## src/rtl/fir_mac_sched.sv

```systemverilog
// -----------------------------------------------------------------------------
// fir_mac_sched
// Time-shared FIR engine for the multi-band audio equalizer. A single
// multiplier-accumulator serves N_BANDS filters that share one circular delay
// line. Each accepted sample is written into the delay line, then N_TAPS MACs
// per band are sequenced against an external synchronous coefficient ROM.
// One saturated result per band is emitted, tagged with its band index.
//
// Ports
//   clk          clock
//   reset_n      synchronous active-low reset
//   data_in      signed input sample, qualified by in_valid
//   in_valid     data_in valid
//   in_ready     block can accept a sample (IDLE only)
//   flush        synchronous clear of the delay line, aborts any computation
//   coeff_addr   ROM address = band*N_TAPS + tap (0 when not reading)
//   coeff_rd_en  ROM read enable
//   coeff_data   ROM data, valid one cycle after coeff_addr/coeff_rd_en
//   data_out     signed filtered result, held between results
//   out_band     band index of data_out
//   out_valid    one-cycle result strobe
//   overrun      one-cycle pulse when a sample arrives while busy
// -----------------------------------------------------------------------------
module fir_mac_sched #(
    parameter int DATA_W  = 24,
    parameter int COEF_W  = 16,
    parameter int N_TAPS  = 61,
    parameter int N_BANDS = 3,
    localparam int ADDR_W = $clog2(N_BANDS * N_TAPS),
    localparam int BAND_W = (N_BANDS > 1) ? $clog2(N_BANDS) : 1
) (
    input  logic                     clk,
    input  logic                     reset_n,
    input  logic signed [DATA_W-1:0] data_in,
    input  logic                     in_valid,
    output logic                     in_ready,
    input  logic                     flush,
    output logic        [ADDR_W-1:0] coeff_addr,
    output logic                     coeff_rd_en,
    input  logic signed [COEF_W-1:0] coeff_data,
    output logic signed [DATA_W-1:0] data_out,
    output logic        [BAND_W-1:0] out_band,
    output logic                     out_valid,
    output logic                     overrun
);

    localparam int TAP_W  = $clog2(N_TAPS);
    localparam int PROD_W = DATA_W + COEF_W;
    // Headroom of $clog2(N_TAPS) bits: a full band of MACs cannot overflow.
    localparam int ACC_W  = PROD_W + TAP_W;

    localparam logic signed [ACC_W-1:0] SAT_MAX = {{(ACC_W-DATA_W+1){1'b0}}, {(DATA_W-1){1'b1}}};
    localparam logic signed [ACC_W-1:0] SAT_MIN = {{(ACC_W-DATA_W+1){1'b1}}, {(DATA_W-1){1'b0}}};

    typedef enum logic [1:0] {IDLE, ISSUE, DRAIN, OUT} state_t;

    state_t state, state_nxt;
    logic   accept;

    logic signed [DATA_W-1:0] dline [N_TAPS];
    logic        [TAP_W-1:0]  wr_ptr;
    logic        [TAP_W-1:0]  rd_ptr;
    logic        [TAP_W-1:0]  tap;
    logic        [BAND_W-1:0] band;
    logic        [ADDR_W-1:0] band_base;
    logic signed [ACC_W-1:0]  acc;

    logic signed [DATA_W-1:0] samp_p0;
    logic                     vld_p0;
    logic signed [PROD_W-1:0] prod;
    logic signed [ACC_W-1:0]  acc_sum;

    logic last_tap;
    logic last_band;

    // Q1.15 coefficients: drop COEF_W-1 fraction bits, then clamp to DATA_W.
    function automatic logic signed [DATA_W-1:0] sat_n(input logic signed [ACC_W-1:0] a);
        logic signed [ACC_W-1:0] s;
        s = a >>> (COEF_W - 1);
        if (s > SAT_MAX)      return SAT_MAX[DATA_W-1:0];
        else if (s < SAT_MIN) return SAT_MIN[DATA_W-1:0];
        else                  return s[DATA_W-1:0];
    endfunction

    assign last_tap  = (tap == TAP_W'(N_TAPS - 1));
    assign last_band = (band == BAND_W'(N_BANDS - 1));

    always_ff @(posedge clk) begin
        if (!reset_n || flush) state <= IDLE;
        else                   state <= state_nxt;
    end

    always_comb begin
        state_nxt   = state;
        in_ready    = 1'b0;
        coeff_rd_en = 1'b0;
        out_valid   = 1'b0;
        accept      = 1'b0;
        case (state)
            IDLE: begin
                in_ready = 1'b1;
                if (in_valid && !flush) begin
                    accept    = 1'b1;
                    state_nxt = ISSUE;
                end
            end
            ISSUE: begin
                coeff_rd_en = 1'b1;
                if (last_tap) state_nxt = DRAIN;
            end
            DRAIN: state_nxt = OUT;
            OUT: begin
                out_valid = 1'b1;
                state_nxt = last_band ? IDLE : ISSUE;
            end
            default: state_nxt = IDLE;
        endcase
        // A flush cycle swallows in_valid silently.
        overrun = reset_n && in_valid && !flush && (state != IDLE);
    end

    assign coeff_addr = (state == ISSUE) ? (band_base + ADDR_W'(tap)) : '0;

    // Stage p0: sample registered alongside the ROM read it pairs with.
    always_ff @(posedge clk) begin
        samp_p0 <= dline[rd_ptr];
    end

    // Stage p1: MAC, using the coefficient returned for the previous issue.
    assign prod    = samp_p0 * coeff_data;
    assign acc_sum = acc + ACC_W'(prod);

    always_ff @(posedge clk) begin
        if (!reset_n || flush) begin
            for (int i = 0; i < N_TAPS; i++) dline[i] <= '0;
            wr_ptr    <= '0;
            rd_ptr    <= '0;
            tap       <= '0;
            band      <= '0;
            band_base <= '0;
            acc       <= '0;
            vld_p0    <= 1'b0;
        end else begin
            vld_p0 <= (state == ISSUE);
            if (vld_p0) acc <= acc_sum;
            case (state)
                IDLE: begin
                    if (accept) begin
                        dline[wr_ptr] <= data_in;
                        rd_ptr        <= wr_ptr;
                        tap           <= '0;
                        band          <= '0;
                        band_base     <= '0;
                        acc           <= '0;
                    end
                end
                ISSUE: begin
                    tap    <= tap + TAP_W'(1);
                    // Walk backwards through history, wrapping 0 -> N_TAPS-1.
                    rd_ptr <= (rd_ptr == '0) ? TAP_W'(N_TAPS - 1) : rd_ptr - TAP_W'(1);
                end
                OUT: begin
                    acc    <= '0;
                    tap    <= '0;
                    rd_ptr <= wr_ptr;
                    if (!last_band) begin
                        band      <= band + BAND_W'(1);
                        band_base <= band_base + ADDR_W'(N_TAPS);
                    end else begin
                        // The newest sample becomes history only after every band used it.
                        wr_ptr <= (wr_ptr == TAP_W'(N_TAPS - 1)) ? '0 : wr_ptr + TAP_W'(1);
                    end
                end
                default: ;
            endcase
        end
    end

    // Stage p2: the result is captured at the end of DRAIN so it is stable
    // for the whole OUT cycle and held afterwards.
    always_ff @(posedge clk) begin
        if (!reset_n) begin
            data_out <= '0;
            out_band <= '0;
        end else if (state == DRAIN && !flush) begin
            data_out <= sat_n(acc_sum);
            out_band <= band;
        end
    end

endmodule
```

## config.mk

```make
export PLATFORM = sky130hd
export DESIGN_NAME = fir_mac_sched
export DESIGN_NICKNAME = d
export VERILOG_FILES = /design/src/rtl/fir_mac_sched.sv
export SDC_FILE = /design/constraint.sdc
export NUM_CORES = 2
export LEC_CHECK = 0
export CAP_MARGIN = 20
export CORE_MARGIN = 2
export CORE_UTILIZATION = 55
export DETAILED_ROUTE_END_ITERATION = 7
export HOLD_SLACK_MARGIN = 0.1
export PLACE_DENSITY = 0.75
export SKIP_CTS_REPAIR_TIMING = 1
export SLEW_MARGIN = 20
export SYNTH_ARGS = -nofsm -noshare
export SYNTH_HDL_FRONTEND = slang
export SYNTH_SLANG_ARGS = --single-unit
```

## constraint.sdc

```tcl
create_clock -name clk -period 16.3 [get_ports clk]
set_clock_uncertainty 0.1 [all_clocks]
set_input_delay 4.075 -clock clk [delete_from_list [all_inputs] [get_ports clk]]
set_output_delay 4.075 -clock clk [all_outputs]
set_load 0.005 [all_outputs]
```

# After elaboration in Yosys (flattened, before gate mapping)
# Memory sizes are Yosys's and may differ from the RTL's. A register that Yosys moved wholly into a read port is not among the register bits.
# Cells that the tools add are included.
# W data, S select, Z words.
# op_classes
n_reduce_logical	18
add_sub_neg	7
eq_ne	10
n_div	0
multipliers	1
bitwise	0
shifts	0
n_lt_le_gt_ge	2
n_mux	36
# op_table
operator	n
$mux W46	2
$pmux W46 S2	1
$mux W24	3
$add A46 B40 Y46	1
$mul A24 B16 Y40	1
$pmux W6 S3	2
$gt A31 B24 Y1 const B	1
$lt A31 B24 Y1 const B	1
$mux W6	5
$mux W8	3
$reduce_or A24 Y1	1
$pmux W8 S2	1
$mux W1	13
$add A6 B1 Y6 const B	2
$eq A6 B6 Y1 const B	2
$add A8 B6 Y8	1
$add A8 B6 Y8 const B	1
$mux W2	4
$ne A2 B2 Y1 const B	4
$pmux W2 S4	1
$eq A2 B2 Y1 const B	3
$logic_not A6 Y1	1
$reduce_and A2 Y1	3
$sub A6 B1 Y6 const B	1
other kinds (10)	16
# totals
elab_cells	85
ff_bits	103
ramBits	1464
input_bits	44
mem_bits_ro	0
n_memories	1
latchBits	0
out_inout_bits	38
# mem_list
memory	depth	word_bits	rd	rd_ports_with_merged_regs	write_ports	line_no	rtl
dline	61	24	1	1	61	60	logic signed [DATA_W-1:0] dline [N_TAPS];

# Longest topological paths before layout
# depth
word_depth	10
depth_mapped	26
depth_no_buf	24

# Worst setup path before layout
# Ideal clock, no wire load.
# synth_path
path_type	input -> register
startpoint	input port coeff_data[1]
endpoint	register data_out[7]
setup_time_ns	0.130
cell_stages	25
setup_slack_ns	5.551
path_buffers	3
arrival_time_ns	10.520
required_ns	16.070
path_cell_list	clkbuf_1 nand2_1 inv_1 fa_1 fa_1 inv_1 fa_1 inv_1 fa_1 fa_1 inv_1 fa_1 inv_1 ha_1 buf_2 a21o_1 a21o_1 a221o_1 or4_1 a31oi_1 o21a_1 nor2_1 a41oi_4 buf_6 o22ai_2
# synth_via
elab_chain_len	5
word_cells_on_any_way	6
cone_classes	add/sub: 1; mul: 1; order compare: 2; mux: 2
# synth_rtl
item	line_no	rtl
start, declared	40	input logic signed [COEF_W-1:0] coeff_data,
$mul A24 B16 Y40 (*)	130	assign prod = samp_p0 * coeff_data;
$add A46 B40 Y46 (*)	131	assign acc_sum = acc + ACC_W'(prod);
$lt A31 B24 Y1	81	else if (s < SAT_MIN) return SAT_MIN[DATA_W-1:0];
$mux W24	81	
$mux W24 (*)	80	if (s > SAT_MAX) return SAT_MAX[DATA_W-1:0];
end signal, assigned	186	data_out <= sat_n(acc_sum);
end, declared	41	output logic signed [DATA_W-1:0] data_out,
# Mark *: on every way between the ends. The rest lies on a longest branch, timed or not.
# A chain may end at the register's enable or synchronous reset.

# Final worst setup path
# layout_path
startpoint	input port coeff_data[6]
endpoint	register data_out[4]
# Same word-level chain as after synthesis.

==> impl_metrics.toml <==
[place]
dp_hpwl_microns = 145000
globalplace.congestion = 0.938
port-buffer-count = 81

[cells_and_area]
drive_above_1_share = 0.155
fillers = 12151
seq_area_sq_um = 48700
multi_input_area_sq_um = 38600
layout.nets = 7121
syn_to_final_growth_pct = 9.16

[sta]
rsz0062_at_grt = "false"
hold_violations = 0
fin_crit_ns = 11.82
period_share = 0.725
hold_ws_ns = 0.377
worst_pin_slew_ns = 1.34
setup_violations = 0
fin_setup_tns_ns = 0
maxSlewViolCount = 0
maxSlewHeadroom = 0.107
fmax_ghz = 0.0846

[floorplan]
num_rows = 149
chipHeight_microns = 410
start_util = 0.552
io_pins = 82
die_area_sq_um = 168000
die_w_microns = 410
core_sq_um = 164000

[synthesis]
syn-num-nets = 7237
synth-seq-cells = 1663
synth_edf_count = 1536
syn_area_sq_um = 90700
async_reset_ff_frac = 0
ys_seq_area_frac = 0.536
ys.flop_type = "edfxtp_1"
synth-warning-count = 0
synth.distinct_cells = 79
syn_avg_cell_area_sq_um = 13.7
synthCells = 6605

[detailed_routing]
drc_errors = 0
dr.pass1.iters = 6
drt-initial-drc-count = 6092
num_vias = 53081
ant_nets = 0
wl_per_cell_microns = 26.0
viasPerCell = 6.02
routed_wl_microns = 229000

[clocking]
tritoncts = "built"
cts.clk_slew.worst_paths_ns = 0.06
clk_latency_ns = 0.84
clockBufferDepth = 3
clockRootBuffer = "clkbuf_16"
cts.sinks = 1663
htree_num_levels = 4
cts_made_buffers = 168

[status]
outcome = "completed"

[grt]
grt_pass1_vias = 54420
grt_busiest_layer = "met2"
grtUsageTotal = 0.278
use_met2 = 0.439
grt_pass1_wl_microns = 346000
gr-total-overflow = 0
grt_max_degree = 101
grt.met3_usage = 0.0507
grtUsageMet1 = 0.381
antenna_found_initial = 8

[worst_setup_path]
start_kind = "input port"
crit_fanout = 24
cp-end-kind = "register"
cp_common_cell = "fa_1"
cp_top_family = "adder cells"
critPathMaxStageDelay_ns = 1.06
arrival_ns = 12.34
critPathBufInv = 6
cp_slowest_cell = "clkdlybuf4s50_1"
cp_cell_sequence = "clkdlybuf4s50_1 > nand2_1 > fa_1 > inv_1 > fa_1 > inv_1 > fa_1 > fa_1 > inv_1 > fa_1 > inv_1 > fa_1 > inv_1 > ha_1 > and3_4 > and2_1 > a221o_1 > or4_1 > a31oi_1 > o21a_1 > nor2_1 > a41oi_4 > o22ai_1"
worst-endpoint-required_ns = 16.82
crit_type = "in -> reg"

[run]
drv_cap = 0

[worst_hold_path]
hp-class = "reg -> reg"
worst reg2reg max path: cells and delay by family, from the launching register on:
family	cells	cell delay, ns
compound gates	5	1.87
fa+ha+maj	7	3.97
buf+inv	5	0.43
flops	1	0.80
simple gates	5	1.20
layer usage:
metal,wire length (microns),share of wire,vias up
met4,10600,0.046,6
met3,21200,0.092,480
met1,88200,0.38,27400
li1,-,-,22688
met5,34,0.00015,-
met2,109000,0.48,2507
cell usage after synthesis (22+ instances only):
library cell	instances	area share
nand3_1	28	0.0015
clkbuf_1	451	0.019
mux2i_1	88	0.0097
inv_1	493	0.020
ha_1	145	0.020
o211ai_1	23	0.0019
a21o_1	30	0.0025
a221oi_1	22	0.0021
buf_1	37	0.0015
nand2_1	277	0.011
o21ai_0	162	0.0089
fa_1	443	0.098
dfxtp_1	127	0.028
and2_1	1647	0.11
buf_2	30	0.0017
xnor2_1	37	0.0036
edfxtp_1	1536	0.51
a31oi_1	27	0.0019
nor2_1	254	0.011
mux4_2	441	0.11
xor2_1	27	0.0026
a21oi_1	51	0.0028
logic make-up after synthesis:
family / share of synthesized area
compound gates: 0.0329
mux: 0.120
simple gates: 0.144
fa+ha+maj: 0.118
xor+xnor: 0.00618
flops: 0.536
buf+inv: 0.0428
layout make-up:
type,instances,share of cell area
clock inverters,89,0.00846
flip-flops and latches,1663,0.492
inverters,495,0.0188
repair buffers,236,0.0191
multi-input cells,3925,0.390
clock buffers,218,0.0448
diodes,2,0.0000505
well taps,2189,0.0277
state kept, by name, summed over array words and instances (netlist names):
| signal | cells |
|---|---|
| out_band | 2 |
| samp_p0 | 24 |
| acc | 46 |
| vld_p0 | 1 |
| rd_ptr | 6 |
| band | 2 |
| state | 2 |
| band_base | 8 |
| data_out | 24 |
| dline | 1536 |
| wr_ptr | 6 |
| tap | 6 |
worst paths after layout:
check                                                end  cells after the start                start  slack [ns]
worst max-delay path            data_out[4]$_SDFFE_PN0P_                     23        coeff_data[6]        4.48
worst min-delay path                  acc[39]$_SDFF_PP0_                      2   acc[39]$_SDFF_PP0_        0.38
worst max register to register  data_out[4]$_SDFFE_PN0P_                     22  samp_p0[23]$_DFF_P_        7.78
worst min register to register        acc[39]$_SDFF_PP0_                      2   acc[39]$_SDFF_PP0_        0.38
stage by stage:
step                       util  worst slack (ns)  instances  instance area [sq um]
after CTS                 0.602              4.59       8812                  99000
after global routing      0.602              4.11       8815                  99000
final                     0.602              4.48       8817                  99000
after detailed placement  0.570              3.78       8505                  93700
after floorplan               -              5.55       6605                  90700
after global placement    0.570              3.90       8505                  93700
placed cells by master (no fill, tap or decap), types with 51 or more instances in the layout:
cell | Yosys | final
and2_1 | 1647 | 1647
edfxtp_1 | 1536 | 1536
inv_1 | 493 | 492
fa_1 | 443 | 443
mux4_2 | 441 | 441
nand2_1 | 277 | 276
nor2_1 | 254 | 206
clkbuf_16 | 0 | 170
buf_4 | 0 | 151
ha_1 | 145 | 145
dfxtp_1 | 127 | 122
o21ai_0 | 162 | 101
mux2i_1 | 88 | 88
o21ai_2 | 4 | 59
clkdlybuf4s50_1 | 0 | 56
a21oi_1 | 51 | 51
Power is not shown: default switching activity piles up to over one toggle a cycle in this logic, so the estimate is an artifact.
